File: src/rtl/clk_div_checker.sv
// clk_div_checker: monitors the /2, /4, /8 clock divider outputs in the source clock domain.
// For each channel it measures the period in source-clock cycles. It checks that period
// against the expected ratio and reports per-channel lock and sticky error status.
//
// Ports
//   clk         source clock (also drives the divider)
//   rst         asynchronous active-low reset
//   clk2_in     divider /2 output
//   clk4_in     divider /4 output
//   clk8_in     divider /8 output
//   err_clr     synchronous pulse, clears the sticky error bits
//   sel         period_out source: 0=ch2, 1=ch4, 2=ch8, 3=zero
//   lock        per-channel lock  {ch8, ch4, ch2}
//   err         per-channel sticky error, same bit order as lock
//   period_out  last measured period of the selected channel
//   phase_err   sticky ch2/ch4/ch8 phase-alignment error
//
// Optional feature: define CLK_DIV_PHASE_CHECK_EN to build the phase checker.
// When it is not defined, phase_err is tied to 0.

// One measurement channel. EXP is the expected period in clk cycles.
module clk_div_ch #(
  parameter int WIDTH      = 8,
  parameter int LOCK_COUNT = 4,
  parameter int EXP        = 2
) (
  input  logic             clk,
  input  logic             rst,
  input  logic             clk_in,
  input  logic             err_clr,
  output logic             rise_o,
  output logic             lock_o,
  output logic             err_o,
  output logic [WIDTH-1:0] meas_o
);
  typedef enum logic [1:0] {IDLE, ACQ, LOCKED} st_e;

  localparam logic [WIDTH:0] EXP_V = (WIDTH+1)'(EXP);
  localparam logic [WIDTH:0] TMO_V = (WIDTH+1)'(2*EXP);
  localparam logic [3:0]     LC_V  = 4'(LOCK_COUNT);

  logic             s_q, s_d, p_q, p_d;
  logic [WIDTH-1:0] cnt_q, cnt_d, meas_q, meas_d;
  st_e              st_q, st_d;
  logic [3:0]       gcnt_q, gcnt_d;
  logic             err_q, err_d;

  logic             rise, err_set;
  logic [WIDTH:0]   cnt_p1;   // one extra bit so saturation is visible
  logic [WIDTH-1:0] cnt_sat;

  always_comb begin
    s_d     = clk_in;
    p_d     = s_q;
    rise    = s_q & ~p_q;
    cnt_p1  = {1'b0, cnt_q} + 1'b1;
    cnt_sat = cnt_p1[WIDTH] ? '1 : cnt_p1[WIDTH-1:0];
    cnt_d   = cnt_sat;
    meas_d  = meas_q;
    st_d    = st_q;
    gcnt_d  = gcnt_q;
    err_set = 1'b0;
    if (rise) begin
      // cnt+1 at the rise is the rise-to-rise distance
      meas_d = cnt_sat;
      cnt_d  = '0;
      case (st_q)
        IDLE: begin
          // first edge only starts the measurement window
          st_d   = ACQ;
          gcnt_d = '0;
        end
        ACQ: begin
          if (cnt_p1 == EXP_V) begin
            gcnt_d = gcnt_q + 4'd1;
            if (gcnt_d == LC_V) st_d = LOCKED;
          end else begin
            err_set = 1'b1;
            gcnt_d  = '0;
          end
        end
        LOCKED: begin
          if (cnt_p1 != EXP_V) begin
            err_set = 1'b1;
            gcnt_d  = '0;
            st_d    = ACQ;
          end
        end
        default: st_d = IDLE;
      endcase
    end else if (st_q != IDLE && cnt_p1 == TMO_V) begin
      // stalled input: fires once, since cnt moves past the threshold
      err_set = 1'b1;
      gcnt_d  = '0;
      st_d    = IDLE;
    end
    // the error set wins over the clear
    err_d = (err_q & ~err_clr) | err_set;
  end

  always_ff @(posedge clk or negedge rst) begin
    if (!rst) begin
      s_q    <= 1'b0;
      p_q    <= 1'b0;
      cnt_q  <= '0;
      meas_q <= '0;
      st_q   <= IDLE;
      gcnt_q <= '0;
      err_q  <= 1'b0;
    end else begin
      s_q    <= s_d;
      p_q    <= p_d;
      cnt_q  <= cnt_d;
      meas_q <= meas_d;
      st_q   <= st_d;
      gcnt_q <= gcnt_d;
      err_q  <= err_d;
    end
  end

  assign rise_o = rise;
  assign lock_o = (st_q == LOCKED);
  assign err_o  = err_q;
  assign meas_o = meas_q;
endmodule


File: config.mk
export PLATFORM = sky130hd
export DESIGN_NAME = clk_div_ch
export DESIGN_NICKNAME = d
export VERILOG_FILES = /design/src/rtl/clk_div_checker.sv
export SDC_FILE = /design/constraint.sdc
export NUM_CORES = 1
export LEC_CHECK = 0
export CORE_MARGIN = 2
export CORE_UTILIZATION = 55
export DETAILED_ROUTE_END_ITERATION = 12
export GPL_TIMING_DRIVEN = 0
export PLACE_DENSITY = 0.78
export SLEW_MARGIN = 10
export SYNTH_ARGS = -nofsm -noshare
export SYNTH_HDL_FRONTEND = slang
export SYNTH_SLANG_ARGS = --single-unit
File: constraint.sdc
create_clock -name clk -period 7.17 [get_ports clk]
set_input_delay 1.434 -clock clk [delete_from_list [all_inputs] [get_ports clk]]
set_output_delay 1.434 -clock clk [all_outputs]
set_load 0.03 [all_outputs]
==> results.md, run 1 <==
* Status: complete, no violations
* Maxcap violations at 0
* WL final at 2.59 mm
* Max IR drop VDD at 238 µV
* Largest net degree at the start of global routing at 26
* DIE HEIGHT at 54.2 µm
* Worst hold path class: register to register
* Core Footprint at between 0.002 and 0.0025 mm²
* RSZ-0062 raised after global routing: false
* Combinational group share of total power at 33.8%
* Clk buf depth at 2
* Switching Power at 0.000138 W
* GP Congestion at 0.808
* Worst r2r dst: gcnt_q[2]
* Initial DRT Pass Iterations at 4
* Top_reg_cell synth: dfrtp_1
* Placed cell area at 0.00156 mm²
* CP max-delay cell: clkdlybuf4s50_1
* Final period util at roughly half
* Hold Vio Cnt, Final at 0
* Nets at 175
* Reg clk slew, reported paths at roughly 130 ps
* Worst Tran Pin Value at between 500 and 600 ps
* Row cnt at 18
* Worst hold stages at 0
* HP Start: p_d
* First-pass GRT wire length at 4.53 mm
* Vias per cell at 5.75
* Sequential area share after synthesis at 45.2%
* Die width at 54.2 µm
* Number of global-route vias before repair at 1049
* Critical path required time at 5740 ps
* Hold-fix buffers, CTS at 0
* Period minus WS final at 3710 ps
* Die Area at 0.00294 mm²
* HPWL Detailed at about 1.9 mm
* Setup WS post-layout at between 3000 and 4000 ps
* Routed Antenna Nets at 0
* Cell Pwr Density at 232 mW/mm²
* Worst R2R Start: cnt_q[0]
* TritonCTS buffer count at 3
* Slew HR at 60.3%
* Avg Inst Size Synth at about 9.7 µm²
* Syn. warnings at 0
* Initial Util at between 50 and 60%
* Fillers at 201
* Ant diodes at 0
* Crit end category: output pin
* R2R depth at 7
* Synth Cell Area at 0.00139 mm²
* Max stage delay on crit path at 760 ps
* FF-to-FF setup slack at around 4400 ps
* Post-route cell area at 0.00159 mm²
* Post-Synthesis Cells at 143
* Pre-CTS setup slack at around 3900 ps
* Seq pwr share at between 40% and 50%
* Area delta synth->final at 14.6%
* F_max at 270 MHz
* # Post-CTS Setup Buffers at 0
* Port-buffer cells at 14
* Mapped Nets at 156
* LEAKAGE at 0.720 nW
* Clock share of power at 17.9%
* Drt first-iter violations at 21
* Hold Path End: p_q
* Post-layout util at 65.3%
* Setup TNS at 0 ps
* CTS tree: yes
* Worst path cell trace: nand2b_1 > inv_2 > clkbuf_1 > clkdlybuf4s50_1
* Root Driver: clkbuf_4
* Final setup fails at 0
* Synthesis-stage register bit count at 25
* EDFF count, synth at 0
* Startpoint Class: register
* Sw Share at 37.4%
* Worst Skew at 4.00 ps
* Clock sinks at 25
* Worst-path fanout max at 10
* Synth cell types at 43
* H-tree Lvls at 1
* Clk_lat worst skew at ~330 ps
* Grt ovf at 0
* Via Count at between 1000 and 1500
* Drc violations at 0
* WL per Instance at 13.6 µm
* Final-report max-slew violation count at 0
* Share of post-route cells with drive strength above 1 at 9.32%
* Pint at 0.000231 W
* Hold WS at 402 ps
* # resized after CTS at 0
* WP data arrival at about 2300 ps
* Initial antenna violation count at 0
* Total GRT Usage at 21.8%
* Post-synthesis async set-or-reset flop share at 100%
* WS Path Type: register to output pin
* # IOs at 15
[cell families after synthesis]
family	share of synthesized area, %
compound gates	11.7
xor+xnor	1.90
fa+ha+maj	8.13
buf+inv	2.71
flops	45.2
mux	4.70
simple gates	25.7
[stage by stage]
stage	total power (W)	std cells
after global routing	0.000394	191
after global placement	0.000299	187
after detailed placement	0.000306	187
after floorplan	0.000262	143
final	0.000369	191
after CTS	0.000373	191
[worst max-delay path: cells and delay by family (launching register included)]
kind,cells,cell delay (ps)
buffers and inverters,3,1330
AND/OR/NAND/NOR,1,240
flip-flops,1,380
[final cells by class]
class / count / area (µm²) / area share [%]
multi-input combinational: 108 / 722 / 45.5
sequential: 25 / 626 / 39.4
timing repair buffer: 14 / 135 / 8.51
tap: 30 / 37.5 / 2.36
inverter: 7 / 26.3 / 1.65
clock buffer: 3 / 22.5 / 1.42
buffer: 3 / 11.3 / 0.709
clock inverter: 1 / 7.51 / 0.473
[cell usage in the layout (no fill, tap or decap), drive strengths merged, types with 2 or more instances in the layout]
cell	netlist	layout
a21boi	2	2
a21oi	2	2
a31oi	2	2
and3	4	4
clkbuf	3	6
clkdlybuf4s50	0	13
dfrtp	25	25
ha	9	9
inv	7	7
mux2i	5	5
nand2	14	14
nand2b	3	3
nand3	9	9
nor2	14	14
nor3	8	8
nor4	3	3
o21ai	12	12
or4	2	2
xor2	2	2
[per-layer routing]
| metal | vias to the layer above | global-route usage (%) | wire [µm] |
|---|---|---|---|
| met5 | - | 0 | 0 |
| li1 | 550 | - | - |
| met1 | 518 | 28.4 | 1210 |
| met2 | 24 | 34.1 | 1230 |
| met3 | 7 | 4.17 | 90 |
| met4 | 0 | 11.7 | 65 |
[Yosys cell counts (all sizes together) (2+ instances only)]
library cell  count  area share [%]
dfrtp            25              45
o21ai            12             4.3
inv               7             1.9
mux2i             5             3.9
and3              4             2.3
nand2b            3             1.4
nor4              3             1.8
xor2              2             1.3
nand3             9             3.3
nor2             14             3.8
clkbuf            3            0.81
ha                9             8.1
or4               2             1.4
nand2            14             3.8
nor3              8             3.3
a31oi             2            0.90
a21oi             2            0.72
a21boi            2             1.4
[how the worst max path moves through the flow]
| stage | from | endpoint | slack (ps) | cells past startpoint |
|---|---|---|---|---|
| 2_1_floorplan | cnt_q[0] | gcnt_q[2] | 4580 | 7 |
| 3_3_place_gp | p_q | rise_o | 3870 | 4 |
| 3_5_place_dp | p_q | rise_o | 3850 | 4 |
| 4_1_cts | p_q | rise_o | 3440 | 4 |
| 5_1_grt | p_q | rise_o | 3300 | 4 |
| 6_report | p_q | rise_o | 3460 | 4 |
[registers in the layout, summed over array words and instances, names as in the netlist]
name    flops
p_q         1
p_d         1
err_o       1
meas_o      8
cnt_q       8
gcnt_q      4
st_q        2
[power by group through the flow]
stage	Sequential, W	Combinational [W]	Clock, W
3_5_place_dp	0.000181	0.000125	0
3_3_place_gp	0.000179	0.000119	0
2_1_floorplan	0.000198	0.0000637	0
6_report	0.000178	0.000124	0.0000661
5_1_grt	0.000182	0.000138	0.0000739
4_1_cts	0.000178	0.000126	0.0000697
(Power assumes the default switching activity.)
==> inputs of run 2 (changes only) <==
- clock period: 7.17 -> 3.7 ns (I/O delays scaled with it)
==> results of run 2 <==
The final DEF is identical to that of run 1. Status: complete, no violations.
Main changes from that run: setup slack after placement 3850 ps -> 938 ps; clock-pin slew on the worst setup and hold paths 130 ps -> 140 ps; setup slack after layout 3460 ps -> 686 ps; hold slack 402 ps -> 370 ps; register-to-register setup slack 4390 ps -> 920 ps; total power 0.000369 W -> 0.000714 W; worst IR drop on VDD 238 µV -> 461 µV
==> inputs of run 3 (changes only) <==
- clock period: 3.7 -> 3.05 ns (I/O delays scaled with it)
==> results of run 3 <==
The final DEF is identical to that of run 1. Status: complete, no violations.
Main changes from that run: setup slack after placement 3850 ps -> 288 ps; clock-pin slew on the worst setup and hold paths 130 ps -> 140 ps; setup slack after layout 3460 ps -> 166 ps; hold slack 402 ps -> 240 ps; register-to-register setup slack 4390 ps -> 270 ps; total power 0.000369 W -> 0.000867 W; worst IR drop on VDD 238 µV -> 559 µV
